<file path="src/rtl/hazard_pkg.sv">
// Shared types for the pipeline hazard controller: forwarding selects, FSM states
// and the register-match helper used by the forwarding compare.
package hazard_pkg;

   typedef enum logic [1:0] {
      FWD_RF  = 2'b00,
      FWD_WB  = 2'b01,
      FWD_MEM = 2'b10
   } fwd_sel_t;

   typedef enum logic [1:0] {
      RUN     = 2'd0,
      MEMWAIT = 2'd1,
      ERR     = 2'd2
   } hz_state_t;

   localparam logic [4:0] REG_ZERO = 5'd0;

   // x0 is hardwired to zero, so a write to it can never be a forwarding source.
   function automatic logic reg_match(input logic [4:0] rd, input logic [4:0] rs);
      return (rd != REG_ZERO) && (rd == rs);
   endfunction

endpackage

</file>
<file path="src/rtl/hazard_ctrl_fwd_unit.sv">
// Forwarding select for one Execute-stage operand; the Memory-stage result
// has priority over the Writeback result because it is the younger value.
module fwd_unit
   import hazard_pkg::*;
(
   input  logic [4:0] rs_e,
   input  logic [4:0] rd_m,
   input  logic       reg_write_m,
   input  logic [4:0] rd_w,
   input  logic       reg_write_w,
   output fwd_sel_t   sel
);

   always_comb begin
      sel = FWD_RF;
      if (reg_write_m && reg_match(rd_m, rs_e)) begin
         sel = FWD_MEM;
      end else if (reg_write_w && reg_match(rd_w, rs_e)) begin
         sel = FWD_WB;
      end
   end

endmodule

</file>
<file path="src/rtl/hazard_ctrl.sv">
// Hazard/stall controller for the 5-stage pipeline: forwarding, load-use stall,
// branch flush and memory-wait freeze with timeout. Optional HAZARD_PERF_EN adds perf counters.
//
// state   | meaning
// --------+-----------------------------------------------------------
// RUN     | normal flow, no outstanding memory wait
// MEMWAIT | data memory busy, pipeline frozen, wait timer running
// ERR     | memory timed out, pipeline frozen until reset (MemErr=1)
module hazard_ctrl
   import hazard_pkg::*;
#(
   parameter int MEM_TIMEOUT = 16,
   parameter int CNT_W       = 32
) (
   input  logic             clk,
   input  logic             reset,
   input  logic [4:0]       Rs1D,
   input  logic [4:0]       Rs2D,
   input  logic [4:0]       Rs1E,
   input  logic [4:0]       Rs2E,
   input  logic [4:0]       RdE,
   input  logic             ResultSrcE0,
   input  logic             PCSrcE,
   input  logic [4:0]       RdM,
   input  logic             RegWriteM,
   input  logic [4:0]       RdW,
   input  logic             RegWriteW,
   input  logic             MemReqM,
   input  logic             MemReadyM,
   output logic [1:0]       ForwardAE,
   output logic [1:0]       ForwardBE,
   output logic             StallF,
   output logic             StallD,
   output logic             StallE,
   output logic             StallM,
   output logic             FlushD,
   output logic             FlushE,
   output logic             FlushW,
   output logic             MemErr,
   output logic [CNT_W-1:0] StallCnt,
   output logic [CNT_W-1:0] FlushCnt
);

   localparam int WAIT_W = (MEM_TIMEOUT > 0) ? $clog2(MEM_TIMEOUT + 1) : 1;
   // Timer counts down the remaining wait budget; zero is the terminal count.
   localparam logic [WAIT_W-1:0] WAIT_LOAD = WAIT_W'((MEM_TIMEOUT > 0) ? MEM_TIMEOUT - 1 : 0);
   localparam logic [WAIT_W-1:0] WAIT_IDLE = WAIT_W'(MEM_TIMEOUT);
   localparam logic [WAIT_W-1:0] WAIT_ONE  = WAIT_W'(1);

   hz_state_t         state_q, state_d;
   logic [WAIT_W-1:0] wait_q, wait_d;
   logic              mem_err_q, mem_err_d;

   fwd_sel_t fwd_a, fwd_b;
   logic     lw_stall;
   logic     mem_stall;

   fwd_unit u_fwd_a (
      .rs_e        (Rs1E),
      .rd_m        (RdM),
      .reg_write_m (RegWriteM),
      .rd_w        (RdW),
      .reg_write_w (RegWriteW),
      .sel         (fwd_a)
   );

   fwd_unit u_fwd_b (
      .rs_e        (Rs2E),
      .rd_m        (RdM),
      .reg_write_m (RegWriteM),
      .rd_w        (RdW),
      .reg_write_w (RegWriteW),
      .sel         (fwd_b)
   );

   assign ForwardAE = reset ? FWD_RF : fwd_a;
   assign ForwardBE = reset ? FWD_RF : fwd_b;

   assign lw_stall  = ResultSrcE0 && (RdE != REG_ZERO) && ((Rs1D == RdE) || (Rs2D == RdE));
   assign mem_stall = (MemReqM && !MemReadyM) || (state_q == ERR);

   always_comb begin
      StallF = 1'b0;
      StallD = 1'b0;
      StallE = 1'b0;
      StallM = 1'b0;
      FlushD = 1'b0;
      FlushE = 1'b0;
      FlushW = 1'b0;
      if (reset) begin
         FlushD = 1'b1;
         FlushE = 1'b1;
         FlushW = 1'b1;
      end else if (mem_stall) begin
         // Freeze everything; pending branch/load-use flushes resolve after release.
         StallF = 1'b1;
         StallD = 1'b1;
         StallE = 1'b1;
         StallM = 1'b1;
         FlushW = 1'b1;
      end else begin
         StallF = lw_stall;
         StallD = lw_stall;
         FlushE = lw_stall || PCSrcE;
         FlushD = PCSrcE;
      end
   end

   always_comb begin
      state_d   = state_q;
      wait_d    = wait_q;
      mem_err_d = mem_err_q;
      case (state_q)
         RUN: begin
            if (mem_stall) begin
               state_d = MEMWAIT;
               wait_d  = WAIT_LOAD;
            end else begin
               wait_d  = WAIT_IDLE;
            end
         end
         MEMWAIT: begin
            if (MemReadyM || !MemReqM) begin
               state_d = RUN;
               wait_d  = WAIT_IDLE;
            end else if ((MEM_TIMEOUT != 0) && (wait_q == '0)) begin
               state_d   = ERR;
               mem_err_d = 1'b1;
            end else if (MEM_TIMEOUT != 0) begin
               wait_d = wait_q - WAIT_ONE;
            end
         end
         ERR: begin
            state_d   = ERR;
            mem_err_d = 1'b1;
         end
         default: begin
            state_d = RUN;
            wait_d  = WAIT_IDLE;
         end
      endcase
   end

   always_ff @(posedge clk) begin
      if (reset) begin
         state_q   <= RUN;
         wait_q    <= WAIT_IDLE;
         mem_err_q <= 1'b0;
      end else begin
         state_q   <= state_d;
         wait_q    <= wait_d;
         mem_err_q <= mem_err_d;
      end
   end

   assign MemErr = mem_err_q;

`ifdef HAZARD_PERF_EN
   logic [CNT_W-1:0] stall_cnt_q, stall_cnt_d;
   logic [CNT_W-1:0] flush_cnt_q, flush_cnt_d;

   always_comb begin
      stall_cnt_d = stall_cnt_q;
      flush_cnt_d = flush_cnt_q;
      if ((StallF || StallD || StallE || StallM) && (stall_cnt_q != '1)) begin
         stall_cnt_d = stall_cnt_q + CNT_W'(1);
      end
      if ((FlushD || FlushE) && !reset && (flush_cnt_q != '1)) begin
         flush_cnt_d = flush_cnt_q + CNT_W'(1);
      end
   end

   always_ff @(posedge clk) begin
      if (reset) begin
         stall_cnt_q <= '0;
         flush_cnt_q <= '0;
      end else begin
         stall_cnt_q <= stall_cnt_d;
         flush_cnt_q <= flush_cnt_d;
      end
   end

   assign StallCnt = stall_cnt_q;
   assign FlushCnt = flush_cnt_q;
`else
   assign StallCnt = '0;
   assign FlushCnt = '0;
`endif

endmodule

</file>
<file path="config.mk">
export PLATFORM = sky130hd
export DESIGN_NAME = hazard_ctrl
export DESIGN_NICKNAME = d
export VERILOG_FILES = /design/src/rtl/hazard_pkg.sv /design/src/rtl/hazard_ctrl_fwd_unit.sv /design/src/rtl/hazard_ctrl.sv
export SDC_FILE = /design/constraint.sdc
export NUM_CORES = 1
export LEC_CHECK = 0
export ABC_AREA = 1
export BUFFER_PORTS_ARGS = -buffer_cell sky130_fd_sc_hd__buf_2
export CORE_MARGIN = 3
export CORE_UTILIZATION = 25
export CTS_CLUSTER_SIZE = 40
export DETAILED_ROUTE_END_ITERATION = 8
export GPL_TIMING_DRIVEN = 0
export PLACE_DENSITY_LB_ADDON = 0.05
export SYNTH_ARGS = -nofsm -noshare
export SYNTH_HDL_FRONTEND = slang
export SYNTH_SLANG_ARGS = --single-unit
</file>
<file path="constraint.sdc">
create_clock -name clk -period 1.4 [get_ports clk]
set_input_delay 0.28 -clock clk [delete_from_list [all_inputs] [get_ports clk]]
set_output_delay 0.28 -clock clk [all_outputs]
set_load 0.05 [all_outputs]
</file>
==> report_table.html <==
<table>
<tr><th>Metric</th><th>Value</th></tr>
<tr><th colspan="2">STA</th></tr>
<tr><td>Setup repair after global routing missed its margin</td><td>yes</td></tr>
<tr><td>Fin Clk Skew</td><td>just under 0.0008 ns</td></tr>
<tr><td>Final Critical Period</td><td>1.63 ns</td></tr>
<tr><td>Final Hold Violating Endpoints</td><td>0</td></tr>
<tr><td>Number of max-slew violations in the final report</td><td>0</td></tr>
<tr><td>Top achievable clock speed</td><td>slightly above 600 MHz</td></tr>
<tr><td>Setup-failing EPs final</td><td>9</td></tr>
<tr><td>Slack of the critical path</td><td>-0.235 ns</td></tr>
<tr><td>Share of the clock period used by the worst path after layout</td><td>1.17</td></tr>
<tr><th colspan="2">Run status</th></tr>
<tr><td>Run status</td><td>finished, violations left</td></tr>
<tr><td>Violated checks</td><td>setup timing</td></tr>
<tr><th colspan="2">Logic synthesis</th></tr>
<tr><td>Syn_area_per_cell</td><td>between 5 and 6 µm²</td></tr>
<tr><td>Sequential fraction of the synthesis area</td><td>0.0979</td></tr>
<tr><td>Post-Syn Instances</td><td>around 270</td></tr>
<tr><td>Ys Warns</td><td>0</td></tr>
<tr><td>Netlist area before placement</td><td>~1600 µm²</td></tr>
<tr><td>Distinct cell type count of the synthesized netlist</td><td>23</td></tr>
<tr><td>Post-synthesis sequential element count</td><td>8</td></tr>
<tr><th colspan="2">GRT</th></tr>
<tr><td>Via count of the first global-routing pass</td><td>about 1500</td></tr>
<tr><td>Maximum number of pins on one net before global-route repair</td><td>11</td></tr>
<tr><td>Number of antenna violations at the first check in global routing</td><td>0</td></tr>
<tr><td>Wire length of the first global-routing pass</td><td>about 6.7 mm</td></tr>
<tr><td>Tot GR Track Use</td><td>0.108</td></tr>
<tr><td>GR Overflow Total</td><td>0</td></tr>
<tr><th colspan="2">Floorplanning</th></tr>
<tr><td>Number of placement rows</td><td>28</td></tr>
<tr><td>Die Area</td><td>7550 µm²</td></tr>
<tr><td>Initial Utilization</td><td>0.267</td></tr>
<tr><td>Die outline width</td><td>86.9 µm</td></tr>
<tr><td>Floorplan Core Area</td><td>6130 µm²</td></tr>
<tr><td>Count of pins on the block boundary</td><td>119</td></tr>
<tr><td>Floorplan die height</td><td>slightly below 90 µm</td></tr>
<tr><th colspan="2">Detailed routing</th></tr>
<tr><td>Detailed-route vias per instance</td><td>between 3 and 4</td></tr>
<tr><td>Remaining number of nets flagged by the antenna check after routing</td><td>0</td></tr>
<tr><td>Vias post-DR</td><td>around 1800</td></tr>
<tr><td>DR WL/cell</td><td>between 9 and 10 µm</td></tr>
<tr><td>Number of design-rule violations left by the first detailed-router iteration</td><td>34</td></tr>
<tr><td>Remaining design rule violation count</td><td>0</td></tr>
<tr><td>Final wirelength</td><td>about 4.4 mm</td></tr>
<tr><td>1st-pass router iterations</td><td>4</td></tr>
<tr><th colspan="2">Place</th></tr>
<tr><td>Count of buffers from port buffering</td><td>between 50 and 60</td></tr>
<tr><td>Instance count after placement with tap cells included</td><td>between 400 and 500</td></tr>
<tr><td>Weighted congestion reported at the end of routability-driven placement</td><td>0.810</td></tr>
<tr><td>HPWL reported at the end of detailed placement</td><td>about 3.7 mm</td></tr>
<tr><th colspan="2">Final layout</th></tr>
<tr><td>Net count, final</td><td>between 400 and 500</td></tr>
<tr><td>Area used by sequential logic in the layout</td><td>around 170 µm²</td></tr>
<tr><td>Fraction of final layout cells with drive strength greater than 1</td><td>0.469</td></tr>
<tr><td>Final core occ</td><td>0.440</td></tr>
<tr><td>Number of antenna repair diodes</td><td>0</td></tr>
<tr><td>Synth-to-layout area growth</td><td>64.8%</td></tr>
<tr><td>Count of placed standard cells in the final layout, fillers left out</td><td>between 400 and 500</td></tr>
<tr><td>Fill cell count</td><td>about 670</td></tr>
<tr><td>Footprint of the multi-input gates</td><td>around 1300 µm²</td></tr>
<tr><th colspan="2">Power</th></tr>
<tr><td>Cell internal power dissipation</td><td>0.000824 W</td></tr>
<tr><td>Static leakage</td><td>1.52 nW</td></tr>
<tr><td>Switching power of the nets</td><td>0.000849 W</td></tr>
<tr><td>Post-layout total power</td><td>~0.0017 W</td></tr>
<tr><td>Clock power frac</td><td>0.168</td></tr>
<tr><td>Switching share of total power</td><td>0.508</td></tr>
<tr><td>Pwr dens</td><td>roughly 620 nW/µm²</td></tr>
<tr><td>Share of total power in combinational logic</td><td>0.672</td></tr>
<tr><td>Sequential fraction of design power</td><td>0.160</td></tr>
<tr><td>Maximum resistive drop on vdd</td><td>between 0.3 and 0.4 mV</td></tr>
<tr><th colspan="2">CTS</th></tr>
<tr><td>CTS sink cnt</td><td>8</td></tr>
<tr><td>Root Driver</td><td>clkbuf_8</td></tr>
<tr><td>Number of H-tree branching levels</td><td>1</td></tr>
<tr><td>Maximum number of buffers from clock root to sink</td><td>2</td></tr>
<tr><td>Later-pin clock latency in the skew report</td><td>0.23 ns</td></tr>
<tr><td>Cts bufs inserted</td><td>3</td></tr>
<tr><td>Clock transition time at the flip-flop clock pins of the worst setup and hold paths</td><td>approximately 0.040 ns</td></tr>
<tr><td>CTS tree</td><td>yes</td></tr>
<tr><td>Number of hold-repair buffers added at the cts stage</td><td>0</td></tr>
<tr><th colspan="2">Run</th></tr>
<tr><td>Count of max-cap constraint violations</td><td>0</td></tr>
<tr><th colspan="2">Critical path</th></tr>
<tr><td>Category of the most critical setup path</td><td>flip-flop to primary output</td></tr>
<tr><td>Worst-path fanout max</td><td>4</td></tr>
<tr><td>Sort of element at the start of the critical path</td><td>flip-flop</td></tr>
<tr><td>Type of destination of the critical path</td><td>primary output</td></tr>
<tr><td>CP Data Required Time</td><td>1.12 ns</td></tr>
<tr><td>Arrival time of data at the critical path endpoint</td><td>roughly 1.4 ns</td></tr>
<tr><th colspan="2">Hold path</th></tr>
<tr><td>Worst min path class</td><td>flip-flop to flip-flop</td></tr>
</table>
-- cells in the final DEF (no fill, tap or decap), types with 2 or more instances in the layout --
cell	n
a21oi_1	3
a21oi_2	6
buf_2	33
buf_4	75
buf_6	14
buf_8	7
clkbuf_8	3
conb_1	64
dfxtp_1	6
ha_1	2
ha_4	2
inv_1	27
inv_2	8
nand2_1	57
nand2_2	6
nand3_1	10
nand3_2	5
nand4_1	2
nor2_1	19
nor2_2	5
nor2_4	7
nor3_2	3
nor3_4	2
o21ai_0	6
o21ai_1	3
o22ai_1	3
or2_2	3
xnor2_1	5
xor2_1	7
-- synthesized netlist by cell type (all sizes together) --
cell type | number | area share
clkinv | 1 | 0.0054
nand2 | 65 | 0.15
or2 | 3 | 0.011
o22ai | 3 | 0.011
ha | 5 | 0.038
buf | 67 | 0.31
nand3 | 16 | 0.052
dfxtp | 8 | 0.098
conb | 1 | 0.0023
inv | 36 | 0.083
nor2 | 31 | 0.088
xnor2 | 5 | 0.027
a21oi | 9 | 0.037
nand4 | 2 | 0.0076
xor2 | 7 | 0.037
o21ai | 10 | 0.031
nor3 | 5 | 0.015
-- area by class of cell --
class / instances / area share
inverters: 37 / 0.0543
plain buffers: 67 / 0.190
flip-flops and latches: 8 / 0.0613
well taps: 75 / 0.0348
repair buffers: 63 / 0.181
multi-input cells: 225 / 0.464
clock buffers: 3 / 0.0153
-- through the flow --
stage / hold WS [ns] / setup TNS (ns) / setup slack (ns) / cell area (µm²)
floorplan: 0.452 / -0.397 / -0.202 / 1960
global placement: 0.436 / -1.45 / -0.337 / 2320
detailed placement: 0.438 / -1.39 / -0.345 / 2320
CTS: 0.418 / -1.65 / -0.280 / 2570
global route: 0.492 / -2.25 / -0.339 / 2700
finish: 0.441 / -1.38 / -0.235 / 2700
-- repair_timing --
action,CTS,global route
pin swaps,23,9
gates resized for setup,58,25
gates cloned,0,0
setup buffers,5,4
endpoints found under the setup margin,11,16
-- final timing paths --
| check | from | to | slack [ns] | cells after the start |
|---|---|---|---|---|
| max | state_q[0] | StallF | -0.23 | 8 |
| max reg2reg | state_q[0] | wait_q[4] | 0.06 | 8 |
| min reg2reg | MemErr | MemErr | 0.44 | 2 |
| min | MemErr | MemErr | 0.44 | 2 |
-- critical path, stage by stage (launching register included) --
cell and delay [ns]:
dfxtp_2 0.33, inv_2 0.05, ha_4 0.16, nor2_4 0.15, nor2_4 0.05, inv_2 0.08, nand2_8 0.05, buf_8 0.11
buf_8 0.14
-- state kept, by name, summed over array words and instances (netlist names) --
name	flops
wait_q	5
state_q	2
MemErr	1
-- power groups by stage --
stage          Combinational, W  Clock [W]  Sequential [W]
2_1_floorplan          0.000829          0        0.000286
3_3_place_gp           0.000995          0        0.000276
5_1_grt                 0.00121   0.000310        0.000271
4_1_cts                 0.00107   0.000295        0.000269
3_5_place_dp           0.000994          0        0.000275
6_report                0.00112   0.000282        0.000268
-- kinds of logic (layout without fill, tap and decap cells) --
kind of cell,after synthesis,count (layout),synth area share
AOI/OAI and AO/OA,22,22,0.0787
xor gates and xnor gates,12,12,0.0642
adders and majority gates,5,5,0.0382
buffers and inverters,104,170,0.394
DFF,8,8,0.0979
other,1,64,0.00229
and+or+nand+nor,122,122,0.325
-- metal layers --
| layer | routed length (µm) | vias up | track usage |
|---|---|---|---|
| li1 | - | 969 | - |
| met1 | 1730 | 751 | 0.127 |
| met2 | 2170 | 76 | 0.198 |
| met3 | 479 | 3 | 0.0265 |
| met4 | 16 | 0 | 0.0170 |
| met5 | 0 | - | 0 |
Note: power is estimated with default switching activity, not from simulation.
